[src/rtl/decode_writeback.sv]
// decode_writeback: Y86 SEQ decode/write-back stage with a 15 x WIDTH register file and sticky status
//   in : clk, rst (async, active-high), icode/rA/rB from fetch, imem_error, cnd, valE, valM, dbg_sel
//   out: valA = R[srcA], valB = R[srcB], stat (0 AOK, 1 HLT, 2 ADR, 3 INS), dbg_val = R[dbg_sel]
//   Register ID 4'hF is RNONE: it reads as 0 and is never written.
module decode_writeback #(
  parameter int NREGS = 15,
  parameter int WIDTH = 64
) (
  input  logic             clk,
  input  logic             rst,
  input  logic [3:0]       icode,
  input  logic [3:0]       rA,
  input  logic [3:0]       rB,
  input  logic             imem_error,
  input  logic             cnd,
  input  logic [WIDTH-1:0] valE,
  input  logic [WIDTH-1:0] valM,
  output logic [WIDTH-1:0] valA,
  output logic [WIDTH-1:0] valB,
  output logic [1:0]       stat,
  input  logic [3:0]       dbg_sel,
  output logic [WIDTH-1:0] dbg_val
);
  typedef enum logic [1:0] {AOK, HLT, ADR, INS} stat_e;
  localparam logic [3:0] RNONE = 4'hF;
  localparam logic [3:0] RSP = 4'h4;
  logic [WIDTH-1:0] regs_q [NREGS];
  stat_e stat_q, stat_d;
  logic [3:0] src_a, src_b, dst_e, dst_m;
  logic we;
  always_comb begin
    src_a = (icode inside {4'h2, 4'h4, 4'h6, 4'hA}) ? rA : (icode inside {4'h9, 4'hB}) ? RSP : RNONE;
    src_b = (icode inside {4'h4, 4'h5, 4'h6}) ? rB : (icode inside {[4'h8:4'hB]}) ? RSP : RNONE;
    dst_e = (icode inside {4'h3, 4'h6} || (icode == 4'h2 && cnd)) ? rB :
            (icode inside {[4'h8:4'hB]}) ? RSP : RNONE;
    dst_m = (icode inside {4'h5, 4'hB}) ? rA : RNONE;
    stat_d = stat_q != AOK ? stat_q : imem_error ? ADR : icode > 4'hB ? INS : icode == 4'h0 ? HLT : AOK;
    // stat_d stays AOK only when already AOK and the current instruction is legal
    we = stat_d == AOK;
  end
  always_ff @(posedge clk or posedge rst) begin
    if (rst) stat_q <= AOK;
    else stat_q <= stat_d;
  end
  // dstM is tested first so valM wins when both destinations name the same register
  always_ff @(posedge clk or posedge rst) begin
    if (rst) begin
      for (int i = 0; i < NREGS; i++) regs_q[i] <= '0;
    end else if (we) begin
      for (int i = 0; i < NREGS; i++)
        if (dst_m == 4'(i)) regs_q[i] <= valM;
        else if (dst_e == 4'(i)) regs_q[i] <= valE;
    end
  end
  assign valA = src_a == RNONE ? '0 : regs_q[src_a];
  assign valB = src_b == RNONE ? '0 : regs_q[src_b];
  assign dbg_val = dbg_sel == RNONE ? '0 : regs_q[dbg_sel];
  assign stat = stat_q;
endmodule

[config.mk]
export PLATFORM = sky130hd
export DESIGN_NAME = decode_writeback
export DESIGN_NICKNAME = d
export VERILOG_FILES = /design/src/rtl/decode_writeback.sv
export SDC_FILE = /design/constraint.sdc
export NUM_CORES = 2
export LEC_CHECK = 0
export CORE_ASPECT_RATIO = 0.6
export CORE_UTILIZATION = 45
export CTS_CLUSTER_DIAMETER = 50
export CTS_CLUSTER_SIZE = 8
export DETAILED_ROUTE_END_ITERATION = 6
export SLEW_MARGIN = 20
export SYNTH_ARGS = -nofsm -noshare
export SYNTH_HDL_FRONTEND = slang
export SYNTH_SLANG_ARGS = --single-unit
[constraint.sdc]
create_clock -name clk -period 84.8 [get_ports clk]
set_input_delay 12.72 -clock clk [delete_from_list [all_inputs] [get_ports clk]]
set_output_delay 12.72 -clock clk [all_outputs]
set_load 0.02 [all_outputs]
==> metrics.yaml <==
clock_network:
  post_cts_buffers: 0
  numCtsBuffers: 144
  cts_hold_buf: 0
  ctsLongestPathBuffers: 3
  ctsRootBufferMaster: "clkbuf_16"
  clock-sinks: 962
  clkLatencyLatePin_ps: 800
  ctsHtreeMaxLevel: 4
  ctsResizeCount: 0
  cts_tree: "done"
  path_clk_slew_ps: 50
synth:
  synth_edf_count: 0
  ys.flop_type: "dfrtp_1"
  seq_area_frac_synth_pct: 35.3
  synth_warnings: 0
  synth_nets: 7013
  synth_area_per_cell_um2: 9.93
  syn_inst: 6865
  synth_cell_types: 63
  syn_area_um2: 68200
  ys_seq_elements: 962
  synthArstFlopShare_pct: 100
critical_path:
  required_ps: 72080
  worstPathMaxFanout: 53
  startpoint_type: "input pin"
  critPathTopFamily: "buffers and inverters"
  cp.arrival_ps: 18620
  slowest_delay_ps: 910
  cp-end-kind: "primary output"
  crit_path_cell_trace: "clkdlybuf4s50_1 -> o21bai_1 -> or3_1 -> nand2_4 -> buf_4 -> buf_4 -> mux2i_1 -> a221oi_1 -> a211o_1 -> clkdlybuf4s50_1"
  slowest_stage: "buf_4"
  cp_num_buf_inv: 4
  criticalPathCategory: "input pin to primary output"
cells_and_area:
  area_growth_pct: 12.2
  drive_above_1_share_pct: 18.0
  fin_nets: 6874
  fin_util_pct: 50.9
floorplan:
  die_y_um: 304
  die_area_um2: 153000
  start_util_pct: 45.4
  fp.coreArea_um2: 150000
  rows: 110
  io_pins: 342
  die_w_um: 505
timing:
  min_period_ps: 31340
  setup_ws_ps: 53460
  clock_skew_ps: 20.1
  final-hold-violation-count: 0
  setup_tns_ps: 0
  slew-limit-headroom_pct: 14.4
  worst_slew_pin_slew_ps: 1280
  timing.final.crit_share_pct: 37.0
  slew_violations: 0
  setup_viol: 0
  rsz0062_at_grt: "no"
  fmax_mhz: 31.9
grt:
  grt_pass1_wl_mm: 446
  antenna_found_initial: 24
  gr-total-overflow: 0
  grt_pass1_vias: 59700
  track_usage_pct: 40.0
  grt_start_max_net_pins: 130
detailed_routing:
  wl_per_cell_um: 35.8
  via_per_inst: 7.21
  drc_errors: 9
  via_count: 63400
  ant_nets: 0
  drtIter0Drc: 10700
  routed_wl_mm: 315
  drt_pass1_iterations: 7
placement:
  io_buffer_count: 341
  gp_congestion: 0.920
  hpwl_mm: 175
  post-place-ws_ps: 53710
power_and_ir_drop:
  p_leak_nw: 33.8
  pwr-share-seq_pct: 39.3
  p_sw_share_pct: 29.5
  power.switching_mw: 0.356
  cellPowerDensity_nw_per_um2: 15.8
  internal-power_mw: 0.851
  p_clk_share_pct: 45.9
  vdd_ir_drop_max_uv: 16.7
  power_frac_comb_pct: 14.8
job:
  drv_cap: 0
status:
  violations: "design-rule violations"
  status: "finished with violations"
min_path:
  hold_path.class: "flop to flop"
-- cells in the mapped netlist, types with 77 or more instances --
| library cell | count | area share (%) |
|---|---|---|
| a21oi_1 | 567 | 4.2 |
| a32oi_1 | 128 | 1.6 |
| clkbuf_1 | 391 | 2.2 |
| nand3_1 | 77 | 0.57 |
| nand2_1 | 825 | 4.5 |
| buf_2 | 308 | 2.3 |
| mux2i_1 | 1095 | 16 |
| a22oi_1 | 160 | 1.8 |
| nor2_1 | 406 | 2.2 |
| o21ai_0 | 405 | 3.0 |
| mux2_1 | 79 | 1.3 |
| mux4_2 | 246 | 8.1 |
| o211ai_1 | 102 | 1.1 |
| dfrtp_1 | 962 | 35 |
| mux2_2 | 553 | 9.1 |
| a221oi_1 | 85 | 1.1 |
-- cells by family (layout without fill, tap and decap cells) --
logic type | count (synthesis) | in the layout | share of synthesized area (%)
AO/OA/AOI/OAI | 1687 | 1687 | 15.8
flip-flops | 962 | 962 | 35.3
buffers and inverters | 785 | 685 | 5.21
multiplexers | 1983 | 1983 | 34.9
other | 0 | 18 | 0
AND/OR/NAND/NOR | 1448 | 1448 | 8.85
-- area by class of cell --
cell class,instances,area [um^2]
multi-input cells,5118,41100
flip-flops and latches,962,24100
inverters,10,45.0
clock inverters,16,223
fillers,13300,73700
diodes,18,45.0
repair buffers,490,4600
well taps,2016,2520
clock buffers,169,3880
-- routing by layer --
layer  global-route usage, %  vias to the layer above  share of wire, %
met5                   0.121                        -             0.035
met2                    56.2                     5615                40
met3                    13.1                     1232                14
met1                    54.0                    31300                39
met4                    22.9                       16               6.2
li1                        -                    25300                 -
-- final timing paths --
check                                   from                 endpoint  slack [ps]  cells after the start
setup reg to reg           stat[1]$_DFF_PP0_  regs_q[214]$_DFFE_PP0P_       81550                      6
min in group asynchronous                rst  regs_q[809]$_DFFE_PP0P_       12490                      2
hold reg to reg            stat[0]$_DFF_PP0_        stat[0]$_DFF_PP0_         490                      1
max in group asynchronous                rst  regs_q[784]$_DFFE_PP0P_       69210                      5
setup / recovery                    icode[2]                 valA[62]       53460                     10
hold / removal             stat[0]$_DFF_PP0_        stat[0]$_DFF_PP0_         490                      1
-- registers in the layout, summed over array words and instances (netlist names) --
| register | cells |
|---|---|
| regs_q | 960 |
| stat | 2 |
-- cell usage in the layout, fill, tap and decap left out, types with 148 or more instances in the layout --
cell type        synthesis  layout
a21oi_1                567     561
a22oi_1                160     160
clkbuf_16                0     148
clkdlybuf4s50_1          0     334
dfrtp_1                962     962
mux2_2                 553     553
mux2i_1               1095    1095
mux4_2                 246     246
nand2_1                825     817
nor2_1                 406     401
o21ai_0                405     405
-- power groups by stage --
stage               Sequential (mW)  Combinational (mW)  Clock, mW
floorplan                     0.479              0.0998          0
global placement              0.481               0.170          0
detailed placement            0.481               0.172          0
CTS                           0.474               0.172      0.556
global route                  0.474               0.183      0.575
finish                        0.474               0.178      0.554
-- per-stage QoR --
stage	hold WS [ps]	instances	power, mW	cell area (um^2)
3_5_place_dp	491	8596	0.653	72300
6_report	494	8799	1.21	76500
4_1_cts	502	8781	1.20	76400
2_1_floorplan	467	6865	0.579	68200
5_1_grt	525	8796	1.23	76500
3_3_place_gp	483	8596	0.651	72300
Note: power is estimated with default switching activity, not from simulation.
